--- src/rtl/riscv_pkg.sv ---
// riscv_pkg: shared types and constants for the RV32I fetch front end.
package riscv_pkg;
  localparam int XLEN = 32;
  localparam logic [XLEN-1:0] NOP_INSTR = 32'h0000_0013;
  typedef struct packed {
    logic [XLEN-1:0] pc;
    logic [XLEN-1:0] instr;
  } fetch_entry_t;
  typedef enum logic {FS_RESET, FS_RUN} fetch_state_e;
endpackage

--- src/rtl/fetch_buffer.sv ---
// fetch_buffer: small FIFO of fetched {pc, instr} entries; flush beats push and pop.
module fetch_buffer
  import riscv_pkg::*;
#(
  parameter int BUF_DEPTH = 2,
  localparam int AW = $clog2(BUF_DEPTH)
) (
  input  logic         clk,
  input  logic         rst,
  input  logic         push,
  input  logic         pop,
  input  logic         flush,
  input  fetch_entry_t wdata,
  output fetch_entry_t head,
  output logic [AW:0]  count,
  output logic         empty,
  output logic         full
);
  fetch_entry_t mem [BUF_DEPTH];
  logic [AW-1:0] rd, wr;
  logic do_push, do_pop;
  always_comb begin
    empty = count == '0;
    full = count == (AW+1)'(BUF_DEPTH);
    do_pop = pop && !empty;
    do_push = push && (!full || do_pop);
    head = mem[rd];
  end
  always_ff @(posedge clk) begin
    if (rst || flush) begin
      rd <= '0;
      wr <= '0;
      count <= '0;
    end else begin
      if (do_push) wr <= wr + 1'b1;
      if (do_pop) rd <= rd + 1'b1;
      count <= count + (AW+1)'(do_push) - (AW+1)'(do_pop);
    end
  end
  always_ff @(posedge clk) begin
    if (do_push && !flush) mem[wr] <= wdata;
  end
endmodule

--- src/rtl/fetch_stage.sv ---
// fetch_stage: owns the PC, issues fetches to a 1-cycle synchronous imem,
// buffers returned words and presents {instr, pc, pc+4} to decode.
module fetch_stage
  import riscv_pkg::*;
#(
  parameter logic [31:0] RESET_PC = 32'h0000_0000,
  parameter int BUF_DEPTH = 2
) (
  input  logic        clk,
  input  logic        rst,
  output logic        imem_req,
  output logic [31:0] imem_addr,
  input  logic [31:0] imem_rdata,
  input  logic        redirect_valid,
  input  logic [31:0] redirect_pc,
  input  logic        stall,
  output logic        id_valid,
  output logic [31:0] id_instr,
  output logic [31:0] id_pc,
  output logic [31:0] id_pc_plus4
);
  localparam int AW = $clog2(BUF_DEPTH);
  fetch_state_e state, state_next;
  logic [31:0] fetch_pc, inflight_pc;
  logic inflight, pop, push;
  fetch_entry_t head, wdata;
  logic [AW:0] count;
  logic empty, full;
  fetch_buffer #(.BUF_DEPTH(BUF_DEPTH)) u_buf (
    .clk(clk),
    .rst(rst),
    .push(push),
    .pop(pop),
    .flush(redirect_valid),
    .wdata(wdata),
    .head(head),
    .count(count),
    .empty(empty),
    .full(full)
  );
  always_ff @(posedge clk) state <= state_next;
  // Issue only when the returning word is guaranteed a free slot after this edge's pop.
  always_comb begin
    state_next = rst ? FS_RESET : FS_RUN;
    id_valid = !rst && !empty;
    pop = id_valid && !stall;
    push = inflight && !redirect_valid;
    wdata = '{pc: inflight_pc, instr: imem_rdata};
    imem_req = !rst && !redirect_valid && state == FS_RUN &&
               (count + (AW+1)'(inflight) - (AW+1)'(pop)) < (AW+1)'(BUF_DEPTH);
    imem_addr = fetch_pc;
    id_instr = id_valid ? head.instr : NOP_INSTR;
    id_pc = id_valid ? head.pc : '0;
    id_pc_plus4 = id_valid ? head.pc + 32'd4 : '0;
  end
  always_ff @(posedge clk) begin
    if (rst) begin
      fetch_pc <= RESET_PC;
      inflight <= 1'b0;
      inflight_pc <= '0;
    end else if (redirect_valid) begin
      fetch_pc <= {redirect_pc[31:2], 2'b00};
      inflight <= 1'b0;
    end else begin
      inflight <= imem_req;
      if (imem_req) begin
        fetch_pc <= fetch_pc + 32'd4;
        inflight_pc <= fetch_pc;
      end
    end
  end
endmodule
--- config.mk ---
export PLATFORM = sky130hd
export DESIGN_NAME = fetch_stage
export DESIGN_NICKNAME = d
export VERILOG_FILES = /design/src/rtl/riscv_pkg.sv /design/src/rtl/fetch_buffer.sv /design/src/rtl/fetch_stage.sv
export SDC_FILE = /design/constraint.sdc
export NUM_CORES = 1
export LEC_CHECK = 0
export CORE_MARGIN = 2
export CORE_UTILIZATION = 51
export CTS_CLUSTER_DIAMETER = 30
export DETAILED_ROUTE_END_ITERATION = 6
export HOLD_SLACK_MARGIN = 0.06
export PLACE_DENSITY = 0.81
export SETUP_SLACK_MARGIN = 0.02
export SLEW_MARGIN = 10
export SYNTH_ARGS = -nofsm -noshare
export SYNTH_HDL_FRONTEND = slang
export SYNTH_SLANG_ARGS = --single-unit
--- constraint.sdc ---
create_clock -name clk -period 5.7 [get_ports clk]
set_input_delay 1.425 -clock clk [delete_from_list [all_inputs] [get_ports clk]]
set_output_delay 1.425 -clock clk [all_outputs]
set_load 0.02 [all_outputs]
==> results of run 1 <==
-- registers in the layout, indices dropped and copies added (netlist names), named ones only --
signal       count
u_buf.mem      124
u_buf.rd         1
inflight_pc     30
inflight         1
u_buf.wr         1
u_buf.count      2
imem_addr       30
state            1
-- cell type report --
type | instances | area share (%)
tap | 225 | 2.43
multi-input combinational | 521 | 30.3
clock inverter | 15 | 1.50
timing repair buffer | 207 | 17.6
inverter | 22 | 0.714
sequential | 191 | 43.8
clock buffer | 17 | 3.68
-- cell usage in the layout, fill, tap and decap left out, drive strengths merged, types with 14 or more instances in the layout --
cell type / count
a2111oi: 31
a211oi: 22
buf: 19
clkbuf: 17
clkdlybuf4s50: 188
dfxtp: 67
edfxtp: 124
inv: 29
mux2i: 88
nand2: 43
nand3: 29
nand4: 17
nor2: 121
nor3: 24
o21ai: 14
xnor2: 22
-- metrics by stage --
stage	area [um^2]	util (%)	hold slack (ps)
CTS	11500	67.4	461
detailed placement	10900	63.9	445
global route	11600	67.6	476
floorplan	8880	-	425
global placement	10900	63.9	437
finish	11600	67.6	457
-- power breakdown --
part	internal [mW]	switching (mW)
Combinational	0.113	0.113
Sequential	1.50	0.0382
Clock	0.661	0.532
Total	2.27	0.683
-- per-layer routing --
layer	vias to the layer above	global-route usage (%)	routed length, um
li1	3237	-	-
met5	-	0	0
met3	18	4.41	1280
met1	3112	31.0	9090
met4	0	6.37	311
met2	197	36.4	9800
-- path summary, 6_finish.rpt --
path / start / slack [ps] / to / cells after the start
worst min-delay path: inflight_pc[9] / 460 / u_buf.mem[0][41] / 0
worst max-delay path: stall / 270 / imem_req / 8
worst max register to register: u_buf.count[0] / 2230 / imem_addr[19] / 9
worst min register to register: inflight_pc[9] / 460 / u_buf.mem[0][41] / 0
-- critical path: cells and delay by family --
family / cells / cell delay (ps)
buffers and inverters: 3 / 1240
XOR/XNOR: 2 / 700
AND/OR/NAND/NOR: 2 / 420
adder cells (fa/ha/maj): 1 / 220
-- cell families (layout without fill, tap and decap cells) --
group	after synthesis	in the layout
buf+inv	78	261
simple gates	288	288
other cells	1	6
mux	94	94
xor+xnor	30	30
flops	191	191
fa+ha+maj	3	3
compound gates	100	100
==> qor.csv, run 1 <==
metric,value,unit
grt_remaining_overflow,0,
cts_tree,yes,
synth_area_leader_cell,edfxtp_1,
multiInputGateArea,3500,um^2
finalMaxSlewViolations,0,
synth_seq_cells,191,
worstPathRequired,4280,ps
leakage,3.89,nW
seq_area_frac_synth,57.2,%
cts_setup_buffers,0,
firstDrtPassIters,5,
ir_drop,0.000237,V
synthFlopType,edfxtp_1,
max_stage_delay,600,ps
rsz0062_at_grt,false,
path_class,input pin to output port,
netlist_instances,785,
vias,6564,
die_w,136,um
ys_types,56,
syn-mean-instance-area,11.3,um^2
htree_levels,4,
numCtsBuffers,17,
worstPathCellList,clkdlybuf4s50_1 > nor2_1 > ha_1 > xor2_1 > xnor2_1 > nand3_2 > inv_1 > clkdlybuf4s50_1,
finalPower,2.96,mW
nNetsFinal,1031,
root_buffer,clkbuf_16,
holdBufCountCts,0,
dp.cells,1163,
die_h,136,um
final_antenna_net_count,0,
pin_count,198,
syn_to_final_growth,30.6,%
fin_ws,265,ps
cp_slowest_cell,clkdlybuf4s50_1,
ys_top_cells_by_area,"edfxtp_1, dfxtp_1, mux2i_1",
synth-simple-area-share,15.5,%
ctsResizeCount,0,
nFillCells,1322,
synth.most_common_cell,edfxtp_1,
cap_viol_max_count,0,
fin_crit,5430,ps
clockBufferDepth,2,
routed_wl,20.5,mm
finalSetupTns,0,ps
place_hpwl,14.3,mm
slew_headroom,36.2,%
setup_viol,0,
grt_start_max_net_pins,69,
wl_per_cell,17.1,um
core_area,17100,um^2
die_area,18400,um^2
synth-xor-area-share,2.97,%
critPathCaptureType,output port,
drive_gt1_share,7.81,%
power.density,256,nW/um^2
gp_congestion,0.824,
seq_area,5070,um^2
path_max_fanout,7,
ys_async_sr_fraction,0,%
port_buffers,189,
start_util,51.8,%
finalClockSkew,13.5,ps
crit_path_start_kind,input pin,
rows,48,
post-place-ws,297,ps
hp-class,register to register,
synth_commonest_cells,"edfxtp_1, nor2_1, mux2i_1, dfxtp_1, nand2_1",
yosysWarningCount,0,
tightest_slew,957,ps
synth.top_cell.area_share,42.0,%
path_clk_slew,70,ps
fin_crit_sh,95.3,%
cp_common_cell,clkdlybuf4s50_1,
synth-edff-count,124,
cts_sinks,191,
grt_pass1_wl,32.4,mm
status,"finished, final reports clean",
synthMuxAreaShare,10.7,%
insertion_delay,430,ps
final_cells,1198,
synth_adder_area_share,0.424,%
via_per_inst,5.48,
antenna_found_initial,0,
grtUsageTotal,22.5,%
synth_top_family_by_area,simple AND/OR/NAND/NOR gates,
cp.arrival,4010,ps
grt_pass1_vias,6304,
drt_iter0_markers,386,
num_antenna_cells,0,
drc_errors,0,
synth.cell_area,8860,um^2
hold_violations,0,
fmax,184,MHz
synth-compound-area-share,9.28,%
No activity file was read; power rests on OpenSTA's default activity.
==> run 2: changes to the inputs <==
==> constraint.sdc (replaced) <==
create_clock -name clk -period 5.7 [get_ports clk]
set_input_delay 1.71 -clock clk [delete_from_list [all_inputs] [get_ports clk]]
set_output_delay 1.71 -clock clk [all_outputs]
set_load 0.02 [all_outputs]
==> qor.csv, run 2 (synthesis results as in run 1) <==
metric,value,unit,change
syn_to_final_growth,30.5,%,about the same
largest_register_ffs,124,,unchanged
multiInputGateArea,3510,um^2,+0.29%
drt_iter0_markers,401,,+3.9%
gp_congestion,0.811,,-1.6%
nNetsFinal,1038,,+0.68%
setup_viol,0,,unchanged
cp.arrival,3820,ps,-190 ps
final_antenna_net_count,0,,unchanged
crit_path_start_kind,input pin,,
rows,48,,unchanged
fin_ws,165,ps,-99.7 ps
grt_pass1_vias,6210,,-1.5%
grt_start_max_net_pins,69,,unchanged
hp-class,register to register,,
cp_common_cell,clkdlybuf4s50_1,,
die_w,136,um,unchanged
fmax,181,MHz,-1.8%
via_per_inst,5.53,,+0.93%
switching_power,661,uW,-3.3%
wl_per_cell,17.2,um,+0.74%
final_cells,1205,,+0.58%
seq_area,5070,um^2,unchanged
routed_wl,20.8,mm,+1.3%
finalMaxSlewViolations,0,,unchanged
path_class,input pin to output port,,
holdBufCountCts,0,,unchanged
grt_remaining_overflow,0,,unchanged
drc_errors,0,,unchanged
critPathCaptureType,output port,,
regMostFlops,u_buf.mem,,
clockBufferDepth,2,,unchanged
root_buffer,clkbuf_16,,
final_cell_mix,"clkdlybuf4s50_1, edfxtp_1, nor2_1",,
die_area,18400,um^2,unchanged
hold_violations,0,,unchanged
switching_share,23.3,%,+0.18 points
start_util,51.8,%,unchanged
cts_tree,yes,,
insertion_delay,430,ps,about the same
ir_drop,0.000238,V,+0.54%
numCtsBuffers,17,,unchanged
fin_crit_sh,97.1,%,+1.7 points
worstPathRequired,3990,ps,-290 ps
p_int,2.18,mW,-4.3%
place_hpwl,14.4,mm,+0.57%
die_h,136,um,unchanged
tightest_slew,1000,ps,+43.5 ps
layout_commonest_cell,clkdlybuf4s50_1,,
pin_count,198,,unchanged
cts_sinks,191,,unchanged
cp_slowest_cell,clkdlybuf4s50_1,,
dp.cells,1169,,+0.52%
htree_levels,4,,unchanged
post-place-ws,166,ps,-131 ps
seqPwrFrac,54.2,%,+2.2 points
vias,6664,,+1.5%
finalClockSkew,11.3,ps,-2.26 ps
cap_viol_max_count,0,,unchanged
worstPathCellList,clkdlybuf4s50_1 > nor2_1 > ha_1 > xor2_2 > xnor2_1 > nand3_2 > inv_1 > clkdlybuf4s50_1,,
slew_headroom,33.3,%,-2.9 points
core_area,17100,um^2,unchanged
fin_crit,5530,ps,+99.7 ps
num_antenna_cells,0,,unchanged
leakage,3.90,nW,+0.22%
path_clk_slew,70,ps,about the same
antenna_found_initial,0,,unchanged
path_max_fanout,4,,-3
p_comb_share,8.0,%,+0.3 points
status,"finished, final reports clean",,
p_clk_share,37.8,%,-2.6 points
rsz0062_at_grt,false,,
path_buf_inv,3,,unchanged
critical_path.top_delay_family,buffers and inverters,,
grtUsageTotal,22.3,%,-0.25 points
max_stage_delay,590,ps,about the same
port_buffers,189,,unchanged
power.density,245,nW/um^2,-4.0%
firstDrtPassIters,5,,unchanged
drive_gt1_share,8.57,%,+0.76 points
grt_pass1_wl,31.9,mm,-1.3%
finalSetupTns,0,ps,unchanged
nFillCells,1292,,-2.3%
-- run 2: changes by cell type in the layout (fill, tap and decap cells not counted), sizes merged --
cell and change:
buf +7, clkbuf +1, clkinv +4, inv -2, clkinvlp -1, bufinv -2
-- run 2: repair_timing --
| item | in CTS | in global routing |
|---|---|---|
| gates resized for setup | 0 | 2 |
| setup endpoints to repair | 0 | 7 |
| setup buffers | 0 | 4 |
-- run 2: routing by layer --
metal	wire length, um	vias to the layer above	part of all wire, %	GRT usage, %
met3	1070	20	5.2	4.64
li1	-	3250	-	-
met1	9340	3183	45	30.9
met2	9990	211	48	35.0
met4	350	0	1.7	7.29
met5	0	-	0	0
-- run 2: stage by stage --
step / utilization [%] / hold WS [ps] / total power [mW] / area [um^2]
finish: 67.6 / 454 / 2.84 / 11600
global route: 67.6 / 475 / 2.93 / 11600
CTS: 67.3 / 462 / 2.85 / 11500
detailed placement: 64.1 / 445 / 1.79 / 11000
global placement: 64.1 / 436 / 1.79 / 11000
floorplan: - / 425 / 1.67 / 8880
-- run 2: power by group through the flow --
| stage | logic, mW | registers [mW] | clock network (mW) |
|---|---|---|---|
| floorplan | 0.103 | 1.57 | 0 |
| global placement | 0.221 | 1.56 | 0 |
| detailed placement | 0.225 | 1.57 | 0 |
| CTS | 0.227 | 1.54 | 1.09 |
| global route | 0.245 | 1.54 | 1.14 |
| finish | 0.227 | 1.54 | 1.07 |
-- run 2: area by class of cell --
class | instances | area share [%]
repair buffers | 214 | 18.0
clock buffers | 18 | 3.71
inverters | 22 | 0.714
flip-flops and latches | 191 | 43.8
well taps | 225 | 2.43
multi-input cells | 521 | 30.3
clock inverters | 14 | 0.920
-- run 2: worst paths after layout --
path	startpoint	endpoint	slack [ps]	cells after the start
worst max register to register	u_buf.count[1]	imem_addr[29]	2580	8
worst max-delay path	stall	imem_req	170	8
worst min-delay path	inflight_pc[18]	u_buf.mem[1][50]	450	0
worst min register to register	inflight_pc[18]	u_buf.mem[1][50]	450	0
==> run 3: changes to the inputs <==
- MAX_ROUTING_LAYER: unset -> met4
==> qor.csv, run 3 (synthesis results as in run 1) <==
metric,value,unit,change
finalPower,2.84,mW,about the same
layout_commonest_cell,clkdlybuf4s50_1,,
grt_start_max_net_pins,69,,unchanged
regMostFlops,u_buf.mem,,
grt_remaining_overflow,0,,unchanged
setup_viol,0,,unchanged
final_cells,1205,,unchanged
grt_pass1_vias,6207,,-0.048%
dp.cells,1169,,unchanged
path_class,input pin to output port,,
final_antenna_net_count,0,,unchanged
status,"finished, final reports clean",,
r2r_slack,2590,ps,about the same
drive_gt1_share,8.57,%,unchanged
crit_path_start_kind,input pin,,
root_buffer,clkbuf_16,,
die_area,18400,um^2,unchanged
port_buffers,189,,unchanged
cts_sinks,191,,unchanged
routed_wl,20.8,mm,+0.18%
finalClockSkew,12.8,ps,+1.56 ps
insertion_delay,430,ps,about the same
post-place-ws,166,ps,unchanged
start_util,51.8,%,unchanged
fmax,181,MHz,about the same
fin_ws,165,ps,-0.392 ps
die_h,136,um,unchanged
cap_viol_max_count,0,,unchanged
fin_crit,5530,ps,+0.392 ps
drc_errors,0,,unchanged
core_area,17100,um^2,unchanged
finalSetupTns,0,ps,unchanged
power.density,245,nW/um^2,about the same
gp_congestion,0.823,,+1.5%
leakage,3.90,nW,unchanged
multiInputGateArea,3510,um^2,unchanged
slew_headroom,34.1,%,+0.73 points
final_cell_mix,"clkdlybuf4s50_1, edfxtp_1, nor2_1",,
rows,48,,unchanged
antenna_found_initial,0,,unchanged
htree_levels,4,,unchanged
path_max_fanout,4,,unchanged
tightest_slew,989,ps,-11.0 ps
cts_tree,yes,,
drt_iter0_markers,390,,-2.7%
path_clk_slew,70,ps,about the same
worstPathRequired,3990,ps,about the same
via_per_inst,5.52,,-0.12%
largest_register_ffs,124,,unchanged
critPathCaptureType,output port,,
grtUsageTotal,22.9,%,+0.66 points
seq_area,5070,um^2,unchanged
nFillCells,1292,,unchanged
cp.arrival,3820,ps,about the same
fin_crit_sh,97.1,%,about the same
die_w,136,um,unchanged
wl_per_cell,17.3,um,+0.18%
finalMaxSlewViolations,0,,unchanged
ir_drop,0.000236,V,-0.77%
num_antenna_cells,0,,unchanged
clockBufferDepth,2,,unchanged
rsz0062_at_grt,false,,
nNetsFinal,1038,,unchanged
grt_pass1_wl,31.9,mm,about the same
pin_count,198,,unchanged
hp-class,register to register,,
numCtsBuffers,17,,unchanged
place_hpwl,14.4,mm,unchanged
hold_violations,0,,unchanged
whs,455,ps,+0.852 ps
syn_to_final_growth,30.5,%,unchanged
vias,6656,,-0.12%
firstDrtPassIters,5,,unchanged
run 3: cell counts in the layout (fill, tap and decap cells not counted):
Identical to the previous run, type by type.
run 3: layer usage:
metal | share of wire (%) | GRT usage [%] | up-vias
met2 | 48 | 35.0 | 211
li1 | - | - | 3251
met4 | 1.8 | 7.47 | 0
met1 | 45 | 31.2 | 3173
met3 | 5.0 | 4.12 | 21
met5 | 0 | - | -
run 3: stage by stage:
step / util [%] / instance area [um^2]
6_report: 67.6 / 11600
5_1_grt: 67.6 / 11600
4_1_cts: 67.3 / 11500
3_5_place_dp: 64.1 / 11000
3_3_place_gp: 64.1 / 11000
2_1_floorplan: - / 8880
run 3: final cells by class:
type	count	share of cell area (%)
Clock buffer	18	3.71
Sequential cell	191	43.8
Clock inverter	14	0.920
Timing Repair Buffer	214	18.0
Inverter	22	0.714
Tap cell	225	2.43
Multi-Input combinational cell	521	30.3
run 3: worst max-delay path: stages:
cell	delay, ps
clkdlybuf4s50_1	520
nor2_1	80
ha_1	200
xor2_2	170
xnor2_1	300
nand3_2	160
inv_1	80
clkdlybuf4s50_1	590
run 3: timing repair:
action | CTS | global route
setup endpoints to repair | 0 | 7
buffers inserted | 0 | 4
resized for setup | 0 | 2
hold buffers | 0 | 0
run 3: final timing paths:
path / start / cells after the start / to
worst max-delay path: stall / 8 / imem_req
worst min register to register: inflight_pc[18] / 0 / u_buf.mem[1][50]
worst min-delay path: inflight_pc[18] / 0 / u_buf.mem[1][50]
worst max register to register: u_buf.count[1] / 8 / imem_addr[24]
run 3: power breakdown:
group	internal (mW)	switching, mW	total (mW)	leakage, nW
Clock	0.563	0.508	1.07	0.262
Sequential	1.50	0.0388	1.54	1.60
Combinational	0.113	0.114	0.227	2.04
Total	2.18	0.660	2.84	3.90
